**config.mk**
```make
export PLATFORM = sky130hd
export DESIGN_NAME = multicycle_adder
export DESIGN_NICKNAME = d
export VERILOG_FILES = /design/src/rtl/multicycle_adder.sv
export SDC_FILE = /design/constraint.sdc
export NUM_CORES = 1
export LEC_CHECK = 0
export ABC_AREA = 1
export BUFFER_PORTS_ARGS = -buffer_cell sky130_fd_sc_hd__buf_2
export CORE_MARGIN = 4
export CORE_UTILIZATION = 55
export DETAILED_ROUTE_END_ITERATION = 6
export GPL_TIMING_DRIVEN = 0
export PLACE_DENSITY = 0.8
export SLEW_MARGIN = 20
export SYNTH_ARGS = -nofsm -noshare
export SYNTH_HDL_FRONTEND = slang
export SYNTH_SLANG_ARGS = --single-unit
```
**constraint.sdc**
```tcl
create_clock -name clk -period 3.6 [get_ports clk]
set_input_delay 0 -clock clk [delete_from_list [all_inputs] [get_ports clk]]
set_output_delay 0 -clock clk [all_outputs]
set_load 0.005 [all_outputs]
```
**src/rtl/multicycle_adder.sv**
```systemverilog
// Multicycle ripple adder: adds C_CHUNK bits per cycle over N = C_WIDTH/C_CHUNK cycles.
// Valid/ready on both sides, with a three-state IDLE/BUSY/DONE controller.
module multicycle_adder #(
  parameter int C_WIDTH = 16,
  parameter int C_CHUNK = 4
) (
  input  logic               clk,
  input  logic               reset,
  input  logic               in_valid,
  output logic               in_ready,
  input  logic [C_WIDTH-1:0] a,
  input  logic [C_WIDTH-1:0] b,
  input  logic               cin,
  output logic               out_valid,
  input  logic               out_ready,
  output logic [C_WIDTH:0]   y,
  output logic               busy
);

  localparam int N  = C_WIDTH / C_CHUNK;
  localparam int IW = (N > 1) ? $clog2(N) : 1;
  localparam logic [IW-1:0] LAST_IDX = IW'(N - 1);

  typedef enum logic [1:0] {
    IDLE = 2'd0,
    BUSY = 2'd1,
    DONE = 2'd2
  } state_t;

  state_t             state_reg, state_next;
  logic [C_WIDTH-1:0] a_reg, b_reg;
  logic               carry_reg;
  logic [IW-1:0]      idx_reg;
  logic [C_WIDTH:0]   y_reg;

  logic               accept;
  logic               step;
  logic               last;
  logic [C_CHUNK-1:0] a_cur, b_cur;
  logic [C_CHUNK:0]   chunk_sum;

  assign accept = in_ready && in_valid;
  assign step   = busy;
  assign last   = (idx_reg == LAST_IDX);
  assign y      = y_reg;

  // Chunk selection as a compare-and-mux so N need not be a power of two.
  always_comb begin
    a_cur = '0;
    b_cur = '0;
    for (int i = 0; i < N; i++) begin
      if (idx_reg == IW'(i)) begin
        a_cur = a_reg[i*C_CHUNK +: C_CHUNK];
        b_cur = b_reg[i*C_CHUNK +: C_CHUNK];
      end
    end
  end

  assign chunk_sum = {1'b0, a_cur} + {1'b0, b_cur} + {{C_CHUNK{1'b0}}, carry_reg};

  always_comb begin
    state_next = state_reg;
    in_ready   = 1'b0;
    out_valid  = 1'b0;
    busy       = 1'b0;
    case (state_reg)
      IDLE: begin
        in_ready = 1'b1;
        if (in_valid) state_next = BUSY;
      end
      BUSY: begin
        busy = 1'b1;
        if (last) state_next = DONE;
      end
      DONE: begin
        out_valid = 1'b1;
        if (out_ready) state_next = IDLE;
      end
      default: state_next = IDLE;
    endcase
  end

  always_ff @(posedge clk) begin
    if (!reset) begin
      state_reg <= IDLE;
      a_reg     <= '0;
      b_reg     <= '0;
      carry_reg <= 1'b0;
      idx_reg   <= '0;
      y_reg     <= '0;
    end else begin
      state_reg <= state_next;
      if (accept) begin
        a_reg     <= a;
        b_reg     <= b;
        carry_reg <= cin;
        idx_reg   <= '0;
        y_reg     <= '0;
      end else if (step) begin
        carry_reg <= chunk_sum[C_CHUNK];
        idx_reg   <= idx_reg + IW'(1);
        for (int i = 0; i < N; i++) begin
          if (idx_reg == IW'(i)) y_reg[i*C_CHUNK +: C_CHUNK] <= chunk_sum[C_CHUNK-1:0];
        end
        // The top chunk's carry-out becomes the sum's MSB.
        if (last) y_reg[C_WIDTH] <= chunk_sum[C_CHUNK];
      end
    end
  end

endmodule

```
==> results.cfg, run 1 <==
[sta]
post-route-min-period_ns = 2.92
maxSlewHeadroom_pct = 66.5
fin_skew_ns = 0.00455
max_slew.worst_pin.slew_ns = 0.502
fin_ws_ns = 0.683
fmax_mhz = 343
hold-worst-slack_ns = 0.0203
tns_ns = 0
hold_viol_final = 0
finalSetupViolCount = 0
slew_viol_final = 0
fin_crit_sh_pct = 81.0
rsz0062_at_grt = no

[global_routing]
grt_usage_pct = 23.6
grt_pass1_wl_um = 10100
antenna_found_initial = 0
grt_pass1_vias = 2305
grt.overflow.total = 0
grt_max_degree = 15

[floorplan]
die_h_um = 74.3
initial_core_util_pct = 58.8
core-area_sq_mm = 0.00412
io_pins = 57
die-area_sq_mm = 0.00552
fp.dieW_um = 74.3
rows = 23

[setup_path]
path_buf_inv = 4
start_kind = flop
crit_arrival_ns = 3.16
crit_chain = inv_1 -> ha_1 -> inv_1 -> buf_4 -> nand3_1 -> a21oi_1 -> o22ai_1 -> fa_1 -> inv_1 -> fa_1 -> xor2_1 -> nand2_1 -> a21oi_1
slowest_delay_ns = 0.41
cp_slowest_cell = fa_1
r2r-end = y[2]
crit_type = flop to flop
worst-path-max-fanout = 10
r2r_slack_ns = 0.68
reg2reg_from = idx_reg[1]
crit_family = adder cells
reg2regPathDepth = 13
crit_start = idx_reg[1]
crit_top_cell = inv_1
crit_required_ns = 3.84
end_kind = flop

[routing]
wl_um = 6190
drc_errors = 0
first_pass_iters = 4
vias = 2438
routed_via_density = 5.12
drt_iter0_drc = 236
wire_per_inst_um = 13.0
final_antenna_net_count = 0

[clock_network]
cts_made_buffers = 5
htreeDepth = 2
cts_tree = built
clk_path_buf_depth = 2
root_buffer = clkbuf_8
clkTransAtPathRegs_ns = 0.09
cts_sinks = 54
clock_latency_ns = 0.30
post_cts_buffers = 0

[logic_synthesis]
yosys_warnings = 0
syn_nets = 376
syn_area_per_cell_sq_um = 7.33
syn_inst = 330
syn-cell-area_sq_mm = 0.00242
synth-compound-area-share_pct = 18.1
ys_ff_latch = 54
yosys.area_share.simple_pct = 24.0
yosys-top-cells-area = dfxtp_1 45%, nor2_1 12%, o21ai_0 9.5%
synth_adder_area_share_pct = 5.27
synthMuxAreaShare_pct = 0
synth_top_family_by_area = simple AND/OR/NAND/NOR gates
yosysSeqAreaShare_pct = 44.7
synth_xor_area_share_pct = 0.362
yosysTopAreaCell = dfxtp_1
synth_top_area_share_pct = 44.7
synth_cell_type_count = 24

[power_and_ir_drop]
swShare_pct = 28.7
p_comb_share_pct = 20.7
p_int_uw = 877
ir_drop_mv = 0.250
p_sw_uw = 354
finalPower_mw = 1.23
p_clk_share_pct = 26.1
power_frac_seq_pct = 53.2
cellLeakagePower_nw = 1.51
p_per_area_mw_per_mm2 = 388

[cells_and_area]
diodes = 0
syn2layout_area_growth_pct = 31.0
stdcell_count = 476
drive_above_1_share_pct = 20.0
design_area_sq_mm = 0.00317
largest_reg_flops = 17
layout.nets = 472
final_core_util_pct = 77.0

[place]
pre_cts_ws_ns = 0.732
gp_congestion = 0.824
hpwl_um = 4230
port_buffers = 56
dpl.cell_count = 436
dpl_cell_area_sq_mm = 0.00276

[min_path]
whs_path_depth = 3
holdPathEnd = state_reg[0]
min_from = reset
holdCritPathClass = input pin to flop

[status]
status = complete, no violations

[job]
max-cap-violations = 0
-- power groups by stage --
stage / combinational, mW / clock (mW) / sequential [mW]
after floorplan: 0.152 / 0 / 0.664
after global placement: 0.215 / 0 / 0.667
after detailed placement: 0.220 / 0 / 0.669
after CTS: 0.250 / 0.320 / 0.655
after global routing: 0.287 / 0.340 / 0.658
final: 0.255 / 0.321 / 0.655
-- cells in the final DEF (no fill, tap or decap) --
cell / n
clkbuf_8: 5
dfxtp_1: 54
inv_1: 23
fa_1: 2
o211ai_1: 3
a21oi_1: 33
clkbuf_1: 8
o22ai_1: 2
clkbuf_2: 1
buf_4: 1
nand2_4: 2
inv_2: 5
nor2_4: 3
a21oi_2: 1
buf_2: 61
nand3_1: 12
dlygate4sd3_1: 33
inv_4: 1
xor2_1: 1
ha_1: 7
nor2_1: 80
buf_6: 1
nand2_1: 37
o21ai_0: 46
nand2_2: 2
nor2_2: 2
-- Yosys cell counts, drive strengths merged --
master and number:
nor2 85, inv 29, o22ai 2, dfxtp 54
ha 7, clkbuf 7, o211ai 3, nand3 12
xor2 1, fa 2, nand2 41, o21ai 46
buf 7, a21oi 34
-- how the worst max path moves through the flow --
stage | endpoint | slack, ns | cells after the start
final | y[2] | 0.68 | 13
after global routing | y[2] | 0.52 | 13
after CTS | y[2] | 0.71 | 13
after detailed placement | y[2] | 0.73 | 13
after global placement | y[2] | 0.87 | 13
after floorplan | y[9] | 1.25 | 12
-- kinds of logic after synthesis --
family	Yosys count
adders and majority gates	9
DFF	54
buffers and inverters	43
xor gates and xnor gates	1
and+or+nand+nor	138
AOI/OAI and AO/OA	85
-- tightest hold or removal path, stage by stage --
cell and delay, ns:
buf_2 0.16, inv_1 0.08, a21oi_1 0.04
-- layout make-up --
cell class,count,area (sq um)
timing repair buffer,89,611
sequential,54,1080
tap,50,62.6
multi-input combinational,233,1160
buffer,14,71.3
fill,326,946
clock buffer,7,76.3
inverter,29,111
-- layer usage --
| metal | share of wire (%) | vias to the layer above | track usage, % |
|---|---|---|---|
| met5 | 0 | - | 0 |
| met4 | 1.9 | 0 | 8.10 |
| met3 | 5.7 | 12 | 4.19 |
| met2 | 50 | 65 | 40.7 |
| met1 | 43 | 1111 | 29.9 |
| li1 | - | 1250 | - |
-- what timing repair did --
action	4_1_cts	5_1_grt
resized for setup	0	0
endpoints found under the hold margin	33	0
hold buffers	33	0
Note: power is estimated with default switching activity, not from simulation.
==> run 2, diff against run 1 <==
- CORE_UTILIZATION: 55 -> 48
- PLACE_DENSITY: 0.8 -> 0.74
- clock period: 3.6 -> 2.4 ns (I/O delays scaled with it)
==> run 2 against run 1 <==
Cell area is 6.0% higher. Utilization is 7.3 points lower. Highest routed layer unchanged. Maximum frequency is 28% higher. Clock power is 58% higher.
==> results.cfg, run 2 (synthesis gave the netlist of run 1 again) <==
[status]
status = complete, no violations

[floorplan]
initial_core_util_pct = 50.2
core-area_sq_mm = 0.00482
io_pins = 57
die-area_sq_mm = 0.00624
fp.dieW_um = 79
die_h_um = 79
rows = 25

[setup_path]
crit_type = flop to flop
crit_top_cell = inv_2
crit_chain = inv_2 -> ha_4 -> inv_8 -> nand3_1 -> a21oi_2 -> o22ai_2 -> fa_1 -> inv_2 -> fa_2 -> xor2_4 -> nand2_1 -> a21oi_1
cp_slowest_cell = fa_1
start_kind = flop
crit_required_ns = 2.64
crit_family = adder cells
end_kind = flop
path_buf_inv = 3
slowest_delay_ns = 0.40
crit_arrival_ns = 2.51
worst-path-max-fanout = 8

[place]
dpl.cell_count = 453
gp_congestion = 0.832
pre_cts_ws_ns = -0.378
port_buffers = 56
dpl_cell_area_sq_mm = 0.00278
hpwl_um = 4160

[cells_and_area]
mostFrequentLayoutCells = 80 x nor2_1, 61 x buf_2, 52 x dfxtp_1
stdcell_count = 499
final_common_cell = nor2_1
largest_reg_flops = 17
syn2layout_area_growth_pct = 38.8
drive_above_1_share_pct = 26.2
design_area_sq_mm = 0.00336
diodes = 0
layout.nets = 477
final_core_util_pct = 69.7

[global_routing]
grt_max_degree = 16
grt.overflow.total = 0
antenna_found_initial = 0
grt_pass1_vias = 2295
grt_usage_pct = 20.4
grt_pass1_wl_um = 10200

[power_and_ir_drop]
cellLeakagePower_nw = 1.55
ir_drop_mv = 0.437
finalPower_mw = 1.91
p_per_area_mw_per_mm2 = 569

[routing]
drt-met1-wl_um = 2610
wire_per_inst_um = 12.1
drc_errors = 0
routed.top_layer = met4
final_antenna_net_count = 0
wl_um = 6060
dr_wl_met2_um = 3050
drt_iter0_drc = 136
vias = 2419
routed_via_density = 4.85
met3_length_um = 313
first_pass_iters = 6

[sta]
slew_viol_final = 0
tns_ns = 0
hold_viol_final = 0
post-route-min-period_ns = 2.27
max_slew.worst_pin.slew_ns = 0.368
fin_ws_ns = 0.128
fmax_mhz = 440
fin_skew_ns = 0.00444
finalSetupViolCount = 0
hold-worst-slack_ns = 0.0278
maxSlewHeadroom_pct = 75.5
fin_crit_sh_pct = 94.7

[clock_network]
cts_made_buffers = 5
cts_sinks = 54
root_buffer = clkbuf_8
cts_tree = built
clock_latency_ns = 0.30
htreeDepth = 2
clk_path_buf_depth = 2
clkTransAtPathRegs_ns = 0.09

[job]
max-cap-violations = 0

[min_path]
holdCritPathClass = input pin to flop
-- run 2: cell count changes in the layout (fill, tap and decap cells not counted), sizes merged --
cell,change
clkinv,+1
clkbuf,-3
dlygate4sd3,+1
buf,+7
-- run 2: path summary, 6_finish.rpt --
path,start,end,slack [ns],depth (start not counted)
setup / recovery,idx_reg[1],y[2],0.13,12
hold / removal,reset,b_reg[0],0.03,3
setup reg to reg,idx_reg[1],y[2],0.13,12
hold reg to reg,y[1],y[1],0.46,2
-- run 2: power by group --
| part | internal [mW] | leakage, nW | switching, mW |
|---|---|---|---|
| sequential | 0.951 | 0.445 | 0.0325 |
| combinational | 0.190 | 1.06 | 0.228 |
| clock | 0.233 | 0.0482 | 0.275 |
-- run 2: worst register-to-register path, stage by stage, from the launching register on --
cell and delay [ns]:
dfxtp_2 0.37, inv_2 0.07, ha_4 0.20, inv_8 0.08, nand3_1 0.09, a21oi_2 0.17, o22ai_2 0.09, fa_1 0.40
inv_2 0.08, fa_2 0.25, xor2_4 0.21, nand2_1 0.08, a21oi_1 0.11
-- run 2: layout make-up --
cell class	instances	area, sq um
Fill cell	430	1460
Multi-Input combinational cell	233	1240
Sequential cell	54	1090
Timing Repair Buffer	96	666
Inverter	29	119
Clock buffer	7	86.3
Tap cell	67	83.8
Buffer	12	71.3
Clock inverter	1	5.00
-- run 2: routing by layer --
metal | GRT usage [%] | up-vias
met5 | 0 | -
li1 | - | 1257
met3 | 3.40 | 7
met1 | 25.9 | 1095
met2 | 35.6 | 60
met4 | 5.84 | 0
-- run 2: what timing repair did --
action / 4_1_cts / 5_1_grt
endpoints found under the hold margin: 34 / 0
pin swaps: 1 / 5
setup buffers: 0 / 6
cloned: 0 / 0
hold buffers: 34 / 0
setup endpoints to repair: 14 / 14
resized for setup: 13 / 24
